===== src/rtl/scaler_snapshot_sequencer_pkg.sv =====
// Shared widths and FSM encoding for the scaler snapshot sequencer.
// The read-state helper keeps the strobe counter logic readable in the top.
package scaler_snapshot_sequencer_pkg;

   localparam int SCALER_HALF_W = 14;
   localparam int SNAP_W        = 28;

   typedef enum logic [2:0] {
      ST_IDLE  = 3'd0,
      ST_RDA   = 3'd1,
      ST_GAPA  = 3'd2,
      ST_RDB   = 3'd3,
      ST_GAPB  = 3'd4,
      ST_RDA2  = 3'd5,
      ST_GAPA2 = 3'd6,
      ST_DONE  = 3'd7
   } state_t;

   function automatic logic is_read(input state_t s);
      return (s == ST_RDA) || (s == ST_RDB) || (s == ST_RDA2);
   endfunction

endpackage


===== src/rtl/scaler_snapshot_sequencer_rr_arbiter2.sv =====
// Two-way round-robin arbiter: picks the favoured requester on contention,
// and moves the favour to the other requester only when a grant completes.
module rr_arbiter2
   import scaler_snapshot_sequencer_pkg::*;
(
   input  logic       i_clk,
   input  logic       i_rst_n,
   input  logic [1:0] i_req,
   input  logic       i_upd,
   input  logic       i_upd_idx,
   output logic       o_gnt_idx
);

   logic r_prio;

   always_ff @(posedge i_clk or negedge i_rst_n) begin
      if (!i_rst_n) begin
         r_prio <= 1'b0;
      end else if (i_upd) begin
         r_prio <= ~i_upd_idx;
      end
   end

   always_comb begin
      o_gnt_idx = i_req[1];
      if (i_req == 2'b11) begin
         o_gnt_idx = r_prio;
      end
   end

endmodule


===== src/rtl/scaler_snapshot_sequencer.sv =====
// Reads the scaler high half, low half, then high half again, retrying on a
// high-half mismatch so the 28-bit snapshot never straddles a carry.
module scaler_snapshot_sequencer
   import scaler_snapshot_sequencer_pkg::*;
#(
   parameter int STROBE_CYCLES = 2,
   parameter int MAX_RETRY     = 3
) (
   input  logic                     CLOCK,
   input  logic                     rst_,
   input  logic [1:0]               req,
   output logic [1:0]               ack,
   output logic [SNAP_W-1:0]        snap_data,
   output logic                     snap_torn,
   output logic                     RCHAT_,
   output logic                     RCHBT_,
   input  logic [SCALER_HALF_W-1:0] chat_in,
   input  logic [SCALER_HALF_W-1:0] chbt_in
);

   localparam int               CNT_W     = $clog2(STROBE_CYCLES + 1);
   localparam logic [CNT_W-1:0] CNT_LAST  = CNT_W'(STROBE_CYCLES - 1);
   localparam logic [2:0]       RETRY_MAX = 3'(MAX_RETRY);

   state_t                   r_state;
   state_t                   w_next;
   logic [CNT_W-1:0]         r_cnt;
   logic [2:0]               r_retry;
   logic                     r_grant;
   logic [SCALER_HALF_W-1:0] r_hia;
   logic [SCALER_HALF_W-1:0] r_hib;
   logic [SCALER_HALF_W-1:0] r_lo;
   logic                     r_rchat_n;
   logic                     r_rchbt_n;
   logic [1:0]               r_ack;
   logic [SNAP_W-1:0]        r_snap;
   logic                     r_torn;
   logic                     w_gnt_idx;
   logic                     w_reading;
   logic                     w_last;
   logic                     w_match;
   logic                     w_can_retry;

   rr_arbiter2 u_arb (
      .i_clk     (CLOCK),
      .i_rst_n   (rst_),
      .i_req     (req),
      .i_upd     (r_state == ST_DONE),
      .i_upd_idx (r_grant),
      .o_gnt_idx (w_gnt_idx)
   );

   assign w_reading   = is_read(r_state);
   assign w_last      = w_reading && (r_cnt == CNT_LAST);
   assign w_match     = (r_hia == r_hib);
   assign w_can_retry = (r_retry < RETRY_MAX);

   always_comb begin
      w_next = r_state;
      case (r_state)
         ST_IDLE:  if (|req)  w_next = ST_RDA;
         ST_RDA:   if (w_last) w_next = ST_GAPA;
         ST_GAPA:  w_next = ST_RDB;
         ST_RDB:   if (w_last) w_next = ST_GAPB;
         ST_GAPB:  w_next = ST_RDA2;
         ST_RDA2:  if (w_last) w_next = ST_GAPA2;
         ST_GAPA2: w_next = (w_match || !w_can_retry) ? ST_DONE : ST_RDB;
         ST_DONE:  w_next = ST_IDLE;
         default:  w_next = ST_IDLE;
      endcase
   end

   // Strobes and ack are decoded from the next state so they leave flops directly.
   always_ff @(posedge CLOCK or negedge rst_) begin
      if (!rst_) begin
         r_state   <= ST_IDLE;
         r_cnt     <= '0;
         r_retry   <= 3'd0;
         r_grant   <= 1'b0;
         r_hia     <= '0;
         r_hib     <= '0;
         r_lo      <= '0;
         r_rchat_n <= 1'b1;
         r_rchbt_n <= 1'b1;
         r_ack     <= 2'b00;
         r_snap    <= '0;
         r_torn    <= 1'b0;
      end else begin
         r_state   <= w_next;
         r_cnt     <= (w_reading && !w_last) ? r_cnt + CNT_W'(1) : '0;
         r_rchat_n <= !((w_next == ST_RDA) || (w_next == ST_RDA2));
         r_rchbt_n <= !(w_next == ST_RDB);
         r_ack     <= 2'b00;
         if ((r_state == ST_IDLE) && (|req)) begin
            r_grant <= w_gnt_idx;
         end
         if (w_last) begin
            case (r_state)
               ST_RDA:  r_hia <= chat_in;
               ST_RDB:  r_lo  <= chbt_in;
               ST_RDA2: r_hib <= chat_in;
               default: ;
            endcase
         end
         // A retry re-reads only the low half and then the high half again.
         if ((r_state == ST_GAPA2) && !w_match && w_can_retry) begin
            r_hia   <= r_hib;
            r_retry <= r_retry + 3'd1;
         end
         if (r_state == ST_DONE) begin
            r_retry <= 3'd0;
         end
         if (w_next == ST_DONE) begin
            r_ack  <= r_grant ? 2'b10 : 2'b01;
            r_snap <= {r_hia, r_lo};
            r_torn <= !w_match;
         end
      end
   end

   assign ack       = r_ack;
   assign snap_data = r_snap;
   assign snap_torn = r_torn;
   assign RCHAT_    = r_rchat_n;
   assign RCHBT_    = r_rchbt_n;

endmodule

===== config.mk =====
export PLATFORM = sky130hd
export DESIGN_NAME = scaler_snapshot_sequencer
export DESIGN_NICKNAME = d
export VERILOG_FILES = /design/src/rtl/scaler_snapshot_sequencer_pkg.sv /design/src/rtl/scaler_snapshot_sequencer_rr_arbiter2.sv /design/src/rtl/scaler_snapshot_sequencer.sv
export SDC_FILE = /design/constraint.sdc
export NUM_CORES = 1
export LEC_CHECK = 0
export ABC_AREA = 1
export ABC_CLOCK_PERIOD_IN_PS = 2700
export CAP_MARGIN = 0
export CORE_UTILIZATION = 56
export CTS_CLUSTER_DIAMETER = 200
export CTS_CLUSTER_SIZE = 8
export DETAILED_ROUTE_END_ITERATION = 7
export GPL_TIMING_DRIVEN = 0
export HOLD_SLACK_MARGIN = 0.12
export MAX_ROUTING_LAYER = met4
export PLACE_DENSITY = 0.88
export REMOVE_ABC_BUFFERS = 1
export SLEW_MARGIN = 15
export SYNTH_ARGS = -nofsm -noshare
export SYNTH_HDL_FRONTEND = slang
export SYNTH_SLANG_ARGS = --single-unit
export TNS_END_PERCENT = 50

===== constraint.sdc =====
create_clock -name CLOCK -period 2.7 [get_ports CLOCK]
set_input_delay 0.54 -clock CLOCK [delete_from_list [all_inputs] [get_ports CLOCK]]
set_output_delay 0.54 -clock CLOCK [all_outputs]
set_load 0.05 [all_outputs]

# [Yosys cells after proc, flatten, opt, wreduce, memory -nomap -nowiden]
# Index checks and enable logic that the tools add are counted.
[word_totals] regBits=85 inputBits=32 output_inout_bits=33 elab_cells=68
[classes] add_sub_neg=2 magnitude_cmp=1 eq_ne=14 n_mux=15 n_bitwise=1 n_reduce_logical=22
[op_table] op="$mux 14" count=3
[op_table] op="$pmux 3 s8" count=1
[op_table] op="$mux 3" count=7
[op_table] op="$eq 3x3->1 const B" count=6
[op_table] op="$eq 14x14->1" count=1
[op_table] op="$eq 3x2->1 const B" count=3
[op_table] op="$eq 3x1->1 const B" count=2
[op_table] op="$mux 2" count=3
[op_table] op="$reduce_and 2->1" count=3
[op_table] op="$reduce_bool 2->1" count=3
[op_table] op="$logic_and 1x1->1" count=5
[op_table] op="$logic_not 1->1" count=5
[op_table] op="$logic_or 1x1->1" count=4
[op_table] op="$add 3x1->3 const B" count=1
[op_table] op="$logic_not 3->1" count=1
[op_table] op="$lt 3x2->1 const B" count=1
[op_table] op="$add 2x1->2 const B" count=1
[op_table] op="$eq 2x1->1 const B" count=1
[op_table] op="$eq 2x2->1 const B" count=1
[op_table] op="$reduce_or 2->1" count=1
[op_table] op="$mux 1" count=1
[op_table] op="$not 1->1" count=1

# [Longest topological paths before layout]
[depth] depth_word=9 depth_mapped=13

# [Hierarchy]
# Synthesis repeated with hierarchy kept, for this count alone.
[unflattened] cells_unflattened=428 hier_area_um2=3729.8
[by_module_without_submodules] mod="scaler_snapshot_sequencer" n_inst=1 cells_per_inst=418 area_per_inst_um2=3669.8 seq_area_each_um2=2104.5
[by_module_without_submodules] mod="rr_arbiter2" n_inst=1 cells_per_inst=10 area_per_inst_um2=60.1 seq_area_each_um2=25.0

# [Worst setup path before layout]
# Ideal clock, no wire load.
[synth_timing] kind="flip-flop to flip-flop" from="register r_hia[4]" to="register r_snap[19] (netlist: snap_data[19])" setup_time_ns=0.130 t_arrival_ns=1.349 required_time_ns=2.570 path_slack_ns=1.221 stages_incl_launch_ff=14 path_buffers=2 synth_period_minus_slack_ns=1.479 cell_sequence="dfrtp_1 inv_1 nand2_1 nand2_1 nor2_1 nand2_1 nor2_2 nand2_2 nand2_1 nand2_2 buf_6 buf_6 nand2_1 o21ai_1"
[synth_between] elab_chain_len=5
[synth_lines] element="start, declared" line="scaler_snapshot_sequencer.sv:30" text="logic [SCALER_HALF_W-1:0] r_hia;"
[synth_lines] element="start signal, assigned" line="scaler_snapshot_sequencer.sv:99" text="ST_RDA: r_hia <= chat_in;"
[synth_lines] element="start signal, assigned" line="scaler_snapshot_sequencer.sv:107" text="r_hia <= r_hib;"
[synth_lines] element="$eq 14x14->1" line="scaler_snapshot_sequencer.sv:55" text="assign w_match = (r_hia == r_hib);"
[synth_lines] element="$logic_or 1x1->1" line="scaler_snapshot_sequencer.sv:67" text="ST_GAPA2: w_next = (w_match || !w_can_retry) ? ST_DONE : ST_RDB;"
[synth_lines] element="$mux 3" line="scaler_snapshot_sequencer.sv:67"
[synth_lines] element="$pmux 3 s8" line="scaler_snapshot_sequencer.sv:60" text="case (r_state)"
[synth_lines] element="$eq 3x3->1" line="scaler_snapshot_sequencer.sv:113" text="if (w_next == ST_DONE) begin"
[synth_lines] element="end signal, assigned" line="scaler_snapshot_sequencer.sv:115" text="r_snap <= {r_hia, r_lo};"
[synth_lines] element="end, declared" line="scaler_snapshot_sequencer.sv:36" text="logic [SNAP_W-1:0] r_snap;"
# Every way passes these cells.
# A chain may end at the register's enable or synchronous reset.

# [Worst setup path in the final report]
[layout_timing] from="register r_cnt[1]" to="register r_hia[12]"
[layout_between] elab_chain_len=4
[layout_lines] element="start, declared" line="scaler_snapshot_sequencer.sv:27" text="logic [CNT_W-1:0] r_cnt;"
[layout_lines] element="start signal, assigned" line="scaler_snapshot_sequencer.sv:90" text="r_cnt <= (w_reading && !w_last) ? r_cnt + CNT_W'(1) : '0;"
[layout_lines] element="$eq 2x1->1" line="scaler_snapshot_sequencer.sv:54" text="assign w_last = w_reading && (r_cnt == CNT_LAST);"
[layout_lines] element="$logic_and 1x1->1" line="scaler_snapshot_sequencer.sv:54"
[layout_lines] element="$reduce_bool 2->1 (no line)"
[layout_lines] element="$reduce_and 2->1 (no line)"
# Every way passes these cells.

==> metrics.cfg <==
[critical_path]
start_kind = flop
path_class = reg -> reg
ff2ff_setup_slack_ns = 0.18
cp_cell_sequence = inv_1 > ha_1 > nand2_1 > nor3_2 > inv_1 > nand3_1 > nand3_1
critPathArrivalTime_ns = 2.74
required_ns = 2.92
r2r_start = r_cnt[1]$_DFF_PN0_
crit_path_end_kind = flop
slowest_delay_ns = 0.84
critPathMaxFanout = 15
rr_worst_depth = 7
rr_endpoint = r_hia[12]$_DFFE_PN0P_
slowest_stage = nor3_2

[placement]
numPortBuffers = 64
dp_hpwl_mm = 4.86
place_area_sq_um = 4360
pre_cts_slack_ns = 0.128
gp_congestion = 0.785

[synthesis]
synth_xor_area_frac = 0.00713
synthAdderAreaFrac = 0.00679
muxShareOfSynthArea = 0.0153
synth_area_leaders = dfrtp_1 (56%), nand2_1 (11%), inv_1 (4.8%)
ys.flop_type = dfrtp_1
synth_area_leader_cell = dfrtp_1
yosys.cell_count.top_type = nand2_1
synth_top_area_frac = 0.564
synth.distinct_cells = 24
ys_top_cells_by_count = nand2_1 (104), dfrtp_1 (83), inv_1 (47)
ys_ff_latch = 85
synth_edf_count = 0
yosysWarnings = 0
synth.cell_area_sq_um = 3680
synth_area_per_cell_sq_um = 8.81
synth_top_family_by_area = simple AND/OR/NAND/NOR gates
async_flop_share = 1.00
synthSimpleGateAreaFrac = 0.243
synth_compound_area_frac = 0.0737
synthCells = 418
ys_seq_area_frac = 0.578

[clock_tree]
clock_sinks = 85
clk_latency_ns = 0.35
post_cts_buffers = 0
root_buffer = clkbuf_8
htreeDepth = 3
cts_buffers = 9
cts_tree = built
cts_buffer_depth = 2
clkTransAtPathRegs_ns = 0.08

[worst_hold_path]
min_path_cells = 1
min_from = r_cnt[0]$_DFF_PN0_
hold_path_class = reg -> reg
worst_hold_path.endpoint = r_cnt[0]$_DFF_PN0_

[global_route]
grt_max_degree = 64
grt_pass1_wl_mm = 13.3
busiest_layer = met2
use_met3 = 0.0427
grt_pass1_vias = 2839
grt_usage = 0.250
gr-total-overflow = 0
grt_antenna_before_repair = 0
use_met2 = 0.380
use_met1 = 0.341

[status]
outcome = completed

[die]
ios = 65
fp-row-count = 29
fp.dieW_um = 83.1
start_util = 0.580
dieArea_sq_um = 6910
die_h_um = 83.1
core_area_sq_um = 6350

[timing]
finalWorstSetupSlack_ns = 0.177
rsz0062_at_grt = no
setup_viol = 0
skew_ns = 0.00964
timing.final.crit_period_ns = 2.52
max_freq_ghz = 0.396
slew_violations = 0
hold_viol_final = 0
worst-slew-pin-transition_ns = 1.09
fin_crit_sh = 0.934
timing.slew.headroom = 0.266

[pwr]
power.density_nw_per_um2 = 979
p_leak_uw = 0.00230
peakVddDrop_v = 0.000603

[detailed_routing]
vias = 2965
postRouteAntennaNets = 0
drt-initial-drc-count = 243
wire_per_inst_um = 13.9
dr.pass1.iters = 4
via_per_inst = 5.29
drc = 0
routed_wl_mm = 7.78

[cells_and_area]
final_nets = 513
area_growth_syn_to_layout_pct = 26.3
final_area_sq_um = 4650
final_util = 0.733
drive_gt1_frac = 0.0950
antennaDiodeCount = 0

[run]
maxCapViolations = 0

==> through the flow <==
| stage | total power [uW] | hold WS [ns] | cells | TNS, ns |
|---|---|---|---|---|
| 2_1_floorplan | 2920 | 0.244 | 402 | 0 |
| 3_3_place_gp | 3230 | 0.421 | 543 | -158.52 |
| 3_5_place_dp | 3340 | 0.442 | 544 | 0 |
| 4_1_cts | 4580 | 0.453 | 561 | 0 |
| 5_1_grt | 4860 | 0.465 | 561 | 0 |
| 6_report | 4550 | 0.455 | 561 | 0 |
==> critical path: cells and delay by family (launching register included) <==
kind | cells | cell delay, ns
fa+ha+maj | 1 | 0.17
buf+inv | 2 | 0.58
flops | 1 | 0.36
simple gates | 4 | 1.27
==> what timing repair did <==
item                                    CTS  global route
gates resized for setup                   0             0
hold endpoints to repair                 21             0
endpoints found under the setup margin    0             0
hold buffers                              1             0
==> placed cells by master (no fill, tap or decap), drive strengths merged <==
cell type	netlist	routed
nor2	40	40
a21oi	25	25
ha	2	2
bufinv	0	4
xnor2	2	2
nor3	4	4
dlygate4sd3	0	1
o21ai	27	27
clkbuf	10	11
nand3	34	34
dfstp	2	2
clkdlybuf4s50	0	63
nand2	112	112
dfrtp	83	83
buf	6	2
inv	50	51
nand4	15	15
mux2	5	5
xor2	1	1
==> logic make-up after synthesis <==
family / Yosys count
simple gates: 205
flops: 85
buf+inv: 66
compound gates: 52
mux: 5
xor+xnor: 3
fa+ha+maj: 2
==> layer usage <==
metal  wire (um)  vias up
met3         368        8
met4          95        0
met5           0        -
met2        3800       95
met1        3520     1408
li1            -     1454
==> layout make-up <==
| class | count | area [sq um] |
|---|---|---|
| multi-input cells | 267 | 1280 |
| repair buffers | 66 | 676 |
| inverters | 50 | 188 |
| well taps | 77 | 96.3 |
| clock buffers | 11 | 151 |
| fillers | 443 | 1700 |
| clock inverters | 5 | 129 |
| flip-flops and latches | 85 | 2130 |
==> sequential cells by signal, indices dropped and copies added, names as in the netlist <==
register / flops
RCHAT_: 1
r_lo: 14
u_arb.r_prio: 1
snap_data: 28
r_retry: 3
r_cnt: 2
snap_torn: 1
r_hia: 14
RCHBT_: 1
r_hib: 14
r_grant: 1
ack: 2
r_state: 3
==> report_power, final <==
group	internal (uW)	switching, uW	leakage [uW]
Clock	762	449	0.000140
Combinational	518	854	0.00109
Sequential	1690	278	0.00107
==> worst max path at each step <==
stage / from / end / slack (ns) / depth (start not counted)
after floorplan: r_retry[0]$_DFFE_PN0P_ / snap_torn$_DFFE_PN0N_ / 0.47 / 6
after global placement: rst_ / r_hib[0]$_DFFE_PN0P_ / -1.83 / 1
after detailed placement: r_state[1]$_DFF_PN0_ / snap_data[8]$_DFFE_PN0N_ / 0.13 / 4
after CTS: r_state[2]$_DFF_PN0_ / snap_data[8]$_DFFE_PN0N_ / 0.1 / 4
after global routing: r_cnt[1]$_DFF_PN0_ / r_hia[5]$_DFFE_PN0P_ / 0.01 / 7
final: r_cnt[1]$_DFF_PN0_ / r_hia[12]$_DFFE_PN0P_ / 0.18 / 7
No activity file was read; power rests on OpenSTA's default activity.
